File: config.mk
export PLATFORM = sky130hd
export DESIGN_NAME = frog_ctrl
export DESIGN_NICKNAME = d
export VERILOG_FILES = /design/src/rtl/frog_pkg.sv /design/src/rtl/frog_key_repeat.sv /design/src/rtl/frog_ctrl.sv
export SDC_FILE = /design/constraint.sdc
export NUM_CORES = 1
export LEC_CHECK = 0
export ABC_AREA = 1
export BUFFER_PORTS_ARGS = -buffer_cell sky130_fd_sc_hd__buf_2
export CAP_MARGIN = 0
export CORE_ASPECT_RATIO = 0.8
export CORE_MARGIN = 4
export CORE_UTILIZATION = 40
export DETAILED_ROUTE_END_ITERATION = 12
export HOLD_SLACK_MARGIN = 0.12
export PLACE_DENSITY = 0.65
export SLEW_MARGIN = 20
export SYNTH_ARGS = -nofsm -noshare
export SYNTH_HDL_FRONTEND = slang
export SYNTH_HIERARCHICAL = 1
export SYNTH_SLANG_ARGS = --single-unit
File: constraint.sdc
create_clock -name clock -period 2.3 [get_ports clock]
set_clock_uncertainty 0.15 [all_clocks]
set_input_delay 0.345 -clock clock [delete_from_list [all_inputs] [get_ports clock]]
set_output_delay 0.345 -clock clock [all_outputs]
set_load 0.02 [all_outputs]
File: src/rtl/frog_pkg.sv
// Shared types for the frog game-flow controller: round states, move
// directions and the board coordinate width.
package frog_pkg;

  localparam int POS_W = 4;

  typedef enum logic [2:0] {
    IDLE = 3'd0,
    PLAY = 3'd1,
    DEAD = 3'd2,
    WIN  = 3'd3,
    OVER = 3'd4
  } state_e;

  typedef enum logic [2:0] {
    DIR_NONE = 3'd0,
    DIR_U    = 3'd1,
    DIR_D    = 3'd2,
    DIR_L    = 3'd3,
    DIR_R    = 3'd4
  } dir_e;

  // Press vector is packed {u, d, l, r}; up beats down beats left beats right.
  function automatic dir_e prio_dir(input logic [3:0] press);
    if (press[3]) return DIR_U;
    if (press[2]) return DIR_D;
    if (press[1]) return DIR_L;
    if (press[0]) return DIR_R;
    return DIR_NONE;
  endfunction

endpackage

File: src/rtl/frog_key_repeat.sv
// Key edge detection, fixed-priority press select and hold/auto-repeat timing.
// o_dir is a combinational one-cycle direction strobe; the caller registers it.
module frog_key_repeat
  import frog_pkg::*;
#(
  parameter int HOLD_TICKS   = 8,
  parameter int REPEAT_TICKS = 4
) (
  input  logic clock,
  input  logic reset,
  input  logic i_tick,
  input  logic i_key_l,
  input  logic i_key_d,
  input  logic i_key_u,
  input  logic i_key_r,
  output dir_e o_dir,
  output logic o_press
);

  localparam int CNT_MAX = (HOLD_TICKS > REPEAT_TICKS) ? HOLD_TICKS : REPEAT_TICKS;
  localparam int CW      = $clog2(CNT_MAX + 1);

  logic [3:0]    w_keys;
  logic [3:0]    w_press;
  logic [3:0]    r_key_prev;
  dir_e          w_win;
  dir_e          r_held_dir;
  logic          r_repeating;
  logic [CW-1:0] r_cnt;
  logic [CW-1:0] w_cnt_inc;
  logic          w_held_key;
  logic          w_fire;

  assign w_keys  = {i_key_u, i_key_d, i_key_l, i_key_r};
  assign w_press = w_keys & ~r_key_prev;
  assign o_press = |w_press;

  // NOTE: every always_comb output gets a default first so no path can infer a latch.
  always_comb begin
    w_held_key = 1'b0;
    case (r_held_dir)
      DIR_U:   w_held_key = i_key_u;
      DIR_D:   w_held_key = i_key_d;
      DIR_L:   w_held_key = i_key_l;
      DIR_R:   w_held_key = i_key_r;
      default: w_held_key = 1'b0;
    endcase
  end

  always_comb begin
    w_win     = prio_dir(w_press);
    w_cnt_inc = r_cnt + 1'b1;
    w_fire    = 1'b0;
    if (r_held_dir != DIR_NONE && w_held_key && i_tick)
      w_fire = (w_cnt_inc == (r_repeating ? CW'(REPEAT_TICKS) : CW'(HOLD_TICKS)));
    if (w_win != DIR_NONE)
      o_dir = w_win;
    else if (w_fire)
      o_dir = r_held_dir;
    else
      o_dir = DIR_NONE;
  end

  // NOTE: sequential state uses non-blocking assignments so all registers update together.
  always_ff @(posedge clock or negedge reset) begin
    if (!reset) begin
      r_key_prev  <= '0;
      r_held_dir  <= DIR_NONE;
      r_repeating <= 1'b0;
      r_cnt       <= '0;
    end else begin
      r_key_prev <= w_keys;
      if (w_win != DIR_NONE) begin
        r_held_dir  <= w_win;
        r_repeating <= 1'b0;
        r_cnt       <= '0;
      end else if (r_held_dir != DIR_NONE && !w_held_key) begin
        r_held_dir  <= DIR_NONE;
        r_repeating <= 1'b0;
        r_cnt       <= '0;
      end else if (r_held_dir != DIR_NONE && i_tick) begin
        if (w_fire) begin
          r_repeating <= 1'b1;
          r_cnt       <= '0;
        end else begin
          r_cnt <= w_cnt_inc;
        end
      end
    end
  end

endmodule

File: src/rtl/frog_ctrl.sv
// Frog game-flow controller: registered move pulses, round state machine,
// lives and score. Define FROG_CTRL_SCORE_EN to build the score counter.
module frog_ctrl
  import frog_pkg::*;
#(
  parameter int GOAL_ROW     = 0,
  parameter int LIVES        = 3,
  parameter int HOLD_TICKS   = 8,
  parameter int REPEAT_TICKS = 4,
  parameter int DEAD_TICKS   = 16
) (
  input  logic             clock,
  input  logic             reset,
  input  logic             tick,
  input  logic             key_l,
  input  logic             key_d,
  input  logic             key_u,
  input  logic             key_r,
  input  logic             hit,
  input  logic [POS_W-1:0] frog_row,
  output logic             l,
  output logic             d,
  output logic             u,
  output logic             r,
  output logic             frog_rst,
  output logic [1:0]       lives,
  output logic [2:0]       state,
  output logic [7:0]       score
);

  localparam int DW = $clog2(DEAD_TICKS + 1);

  state_e        r_state;
  state_e        w_state_nxt;
  dir_e          w_dir;
  logic          w_press;
  logic [DW-1:0] r_dead_cnt;
  logic          w_dead_done;
  logic [1:0]    r_lives;
  logic          r_frog_rst;
  logic          r_l, r_d, r_u, r_r;
  logic          w_frog_rst_nxt;
  logic          w_move_ok;
  logic          w_l_nxt, w_d_nxt, w_u_nxt, w_r_nxt;

  frog_key_repeat #(
    .HOLD_TICKS   (HOLD_TICKS),
    .REPEAT_TICKS (REPEAT_TICKS)
  ) u_keys (
    .clock   (clock),
    .reset   (reset),
    .i_tick  (tick),
    .i_key_l (key_l),
    .i_key_d (key_d),
    .i_key_u (key_u),
    .i_key_r (key_r),
    .o_dir   (w_dir),
    .o_press (w_press)
  );

  always_ff @(posedge clock or negedge reset) begin
    if (!reset) r_state <= IDLE;
    else        r_state <= w_state_nxt;
  end

  assign w_dead_done = tick && ((r_dead_cnt + 1'b1) == DW'(DEAD_TICKS));

  // The goal check is skipped while frog_rst is out: frog_row still shows the
  // pre-respawn position until frogdis acts on the pulse.
  always_comb begin
    w_state_nxt = r_state;
    case (r_state)
      IDLE: if (w_press) w_state_nxt = PLAY;
      PLAY: begin
        if (hit)
          w_state_nxt = DEAD;
        else if (frog_row == POS_W'(GOAL_ROW) && !r_frog_rst)
          w_state_nxt = WIN;
      end
      DEAD: if (w_dead_done) w_state_nxt = (r_lives == 2'd0) ? OVER : PLAY;
      WIN:  w_state_nxt = PLAY;
      OVER: if (w_press) w_state_nxt = IDLE;
      default: w_state_nxt = IDLE;
    endcase
  end

  // Moves only survive a cycle that stays in PLAY, so they can never meet frog_rst.
  always_comb begin
    w_frog_rst_nxt = (r_state != PLAY) && (w_state_nxt == PLAY);
    w_move_ok      = (r_state == PLAY) && (w_state_nxt == PLAY);
    w_l_nxt        = w_move_ok && (w_dir == DIR_L);
    w_d_nxt        = w_move_ok && (w_dir == DIR_D);
    w_u_nxt        = w_move_ok && (w_dir == DIR_U);
    w_r_nxt        = w_move_ok && (w_dir == DIR_R);
  end

  always_ff @(posedge clock or negedge reset) begin
    if (!reset) begin
      r_frog_rst <= 1'b0;
      r_l        <= 1'b0;
      r_d        <= 1'b0;
      r_u        <= 1'b0;
      r_r        <= 1'b0;
      r_lives    <= 2'(LIVES);
      r_dead_cnt <= '0;
    end else begin
      r_frog_rst <= w_frog_rst_nxt;
      r_l        <= w_l_nxt;
      r_d        <= w_d_nxt;
      r_u        <= w_u_nxt;
      r_r        <= w_r_nxt;
      if (r_state == PLAY && w_state_nxt == DEAD) begin
        if (r_lives != 2'd0) r_lives <= r_lives - 2'd1;
      end else if ((r_state == OVER || r_state == IDLE) && w_state_nxt != r_state) begin
        r_lives <= 2'(LIVES);
      end
      if (r_state != DEAD)
        r_dead_cnt <= '0;
      else if (tick)
        r_dead_cnt <= r_dead_cnt + 1'b1;
    end
  end

`ifdef FROG_CTRL_SCORE_EN
  logic [7:0] r_score;

  always_ff @(posedge clock or negedge reset) begin
    if (!reset)
      r_score <= 8'd0;
    else if (r_state == IDLE && w_state_nxt == PLAY)
      r_score <= 8'd0;
    else if (r_state == WIN)
      r_score <= r_score + 8'd1;
  end

  assign score = r_score;
`else
  assign score = 8'd0;
`endif

  assign l        = r_l;
  assign d        = r_d;
  assign u        = r_u;
  assign r        = r_r;
  assign frog_rst = r_frog_rst;
  assign lives    = r_lives;
  assign state    = r_state;

endmodule

==> results_dict.tcl <==
set metrics [dict create \
    wl_per_cell_um 10.4 \
    hold_end "r_dead_cnt[1]" \
    cts_buffer_depth 2 \
    timing.rr.start "u_keys/r_cnt[0]" \
    first_pass_iters 4 \
    ys_ff_latch 27 \
    num_antenna_cells 0 \
    hpwlAfterDp_um 2390 \
    vias_per_cell 4.52 \
    grt_pass1_vias 1215 \
    synthTopCellsByArea "dfrtp_1, nand2_1, inv_1" \
    start_kind "input pin" \
    wl_um 3120 \
    leakage_nw 1.02 \
    drv_cap 0 \
    finalCritPeriodShare_pct 94.3 \
    detail-route-antenna-nets 0 \
    yosysUniqueCellTypes 35 \
    cp_cell_sequence "dlygate4sd3_1, buf_2, inv_1, or2_4, nand3_1, nor2_4, inv_1, a31oi_2, nand2_2, nor2_4, nand2_2, nand2_2, nand2_1, nand2_1" \
    finalHoldViolations 0 \
    clock.fmax_mhz 461 \
    initial_core_util_pct 41.5 \
    syn_inst 213 \
    min_path_type "in2reg" \
    drcViolationCount 0 \
    die-height_um 67.1 \
    grt_antenna_before_repair 0 \
    syn_area_mm2 0.00175 \
    final_nets 262 \
    path_clk_slew_ns 0.10 \
    final_util_pct 47.8 \
    r2r-end "u" \
    reg2regPathDepth 9 \
    cts_buffers 3 \
    grt_usage_pct 12.0 \
    die_w_um 81.9 \
    drt_iter0_markers 105 \
    p_per_area_mw_per_mm2 787 \
    overflow 0 \
    grt_start_max_net_pins 28 \
    io_pins 30 \
    core_area_mm2 0.00420 \
    r2r_slack_ns 0.28 \
    cp-end-kind "register" \
    min_from "tick" \
    finalSetupViolations 0 \
    vias 1362 \
    clock-root-buffer "clkbuf_8" \
    crit_buf_inv 4 \
    syn_avg_cell_area_um2 8.20 \
    dieArea_mm2 0.00549 \
    port_buffers 21 \
    critPathSlowestCell "dlygate4sd3_1" \
    cp_max_fo 5 \
    synth_top_cell_by_area "dfrtp_1" \
    synth_edf_count 0 \
    grt_pass1_wl_um 5220 \
    area_delta_synth_final_pct 15.1 \
    finalMaxSlewViolations 0 \
    slew_headroom_pct 59.6 \
    rows 21 \
    status "finished, final reports clean" \
    clk_latency_ns 0.28 \
    slowest_delay_ns 0.53 \
    crit_arrival_ns 2.25 \
    synth.top_cell.area_share_pct 35.8 \
    htreeDepth 1 \
    cts.sinks 27 \
    drive_above_1_share_pct 31.6 \
    ir_worst_vdd_uv 388 \
    cp_common_cell "nand2_2" \
    finalCriticalPeriod_ns 2.17 \
    ys.flop_type "dfrtp_1" \
    fin_tns_setup_ns 0 \
    seq_area_frac_synth_pct 38.8 \
    worst_pin_slew_ns 0.607 \
    gp_congestion 0.874 \
    cts_tree "yes" \
    hold_depth 4 \
    critPathKind "in2reg" \
    ys_warn_count 6 \
    cp_top_family "simple AND/OR/NAND/NOR gates" \
    synthArstFlopShare_pct 100 \
    critPathRequiredTime_ns 2.38 \
]
[worst max path at each step]
stage	from	endpoint	slack [ns]	depth (start not counted)
floorplan	u_keys/r_cnt[0]	u	0.41	9
global placement	u_keys/r_cnt[0]	u	0.29	9
detailed placement	u_keys/r_cnt[0]	u	0.30	9
CTS	key_u	lives[1]	0.1	14
global route	key_l	lives[1]	-0.01	14
finish	key_u	lives[1]	0.13	14
[layout make-up]
type                    count  area [µm²]
fillers                   399        2190
repair buffers             28         170
clock buffers               3        41.3
clock inverters             1        5.00
well taps                  57        71.3
inverters                  38         144
flip-flops and latches     27         678
multi-input cells         147         901
[Yosys cell counts (3+ instances only)]
master   instances
o21ai_0          5
inv_1           29
a21oi_1          3
nor2_4           5
dfrtp_1         25
nand2_2          9
nor2_1          10
ha_1             5
nand3_1         17
inv_2            8
nand3_2          3
buf_4            8
nand2_4          3
nand2_1         47
nand4_1          8
o21ai_2          3
[placed cells by master (no fill, tap or decap), types with 3 or more instances in the layout]
cell type / count
clkbuf_8: 3
o21ai_2: 3
a21oi_1: 3
nor2_4: 6
ha_1: 5
nand2_4: 3
nand2_2: 9
nand3_1: 17
conb_1: 8
o21ai_0: 5
nand4_1: 8
inv_1: 29
inv_2: 8
buf_2: 21
nand2_1: 47
dfrtp_1: 25
nor2_1: 10
nand3_2: 3
dlygate4sd3_1: 5
[layer usage]
layer	up-vias	global-route usage [%]	share of wire, %
met2	30	17.7	43
met3	5	3.38	4.5
met4	0	2.28	0.71
met5	-	0	0
met1	606	17.5	51
li1	721	-	-
[registers in the layout, indices dropped and copies added, names as in the netlist]
register / count
u_keys/r_held_dir: 3
u_keys/r_cnt: 4
r: 1
l: 1
r_dead_cnt: 5
u_keys/r_repeating: 1
lives: 2
u_keys/r_key_prev: 4
d: 1
state: 3
u: 1
frog_rst: 1
[worst register-to-register path, stage by stage (launching register included)]
cell	delay [ns]
dfrtp_1	0.45
ha_1	0.25
xor2_2	0.19
nor2_1	0.09
nand2_1	0.07
nand2_2	0.08
nand3_4	0.11
o21ai_2	0.21
inv_1	0.10
nor4_2	0.23
[metrics by stage]
stage / cell area [µm²] / instances / setup WS [ns] / power [mW] / hold WS, ns
after detailed placement: 1890 / 290 / 0.295 / 1.30 / 0.254
after global routing: 2010 / 301 / -0.0115 / 1.72 / 0.375
after floorplan: 1770 / 220 / 0.413 / 1.16 / -0.101
after CTS: 1990 / 299 / 0.0968 / 1.59 / 0.348
after global placement: 1890 / 290 / 0.290 / 1.30 / 0.241
final: 2010 / 301 / 0.131 / 1.58 / 0.339
[timing repair]
action / 4_1_cts / 5_1_grt
endpoints found under the hold margin: 29 / 0
hold buffers: 5 / 0
setup buffers: 0 / 2
setup endpoints to repair: 0 / 2
resized for setup: 0 / 2
[cell families after synthesis]
family,Yosys count,synth area share [%]
flops,27,38.8
xor+xnor,1,0.931
other cells,1,0.215
compound gates,18,7.02
fa+ha+maj,5,3.58
simple gates,115,37.8
buf+inv,46,11.7
[power breakdown]
| part | switching, mW | internal [mW] | leakage, nW |
|---|---|---|---|
| Clock | 0.158 | 0.122 | 0.0255 |
| Combinational | 0.432 | 0.228 | 0.646 |
| Sequential | 0.0841 | 0.560 | 0.351 |
| Total | 0.674 | 0.909 | 1.02 |
(Power assumes the default switching activity.)
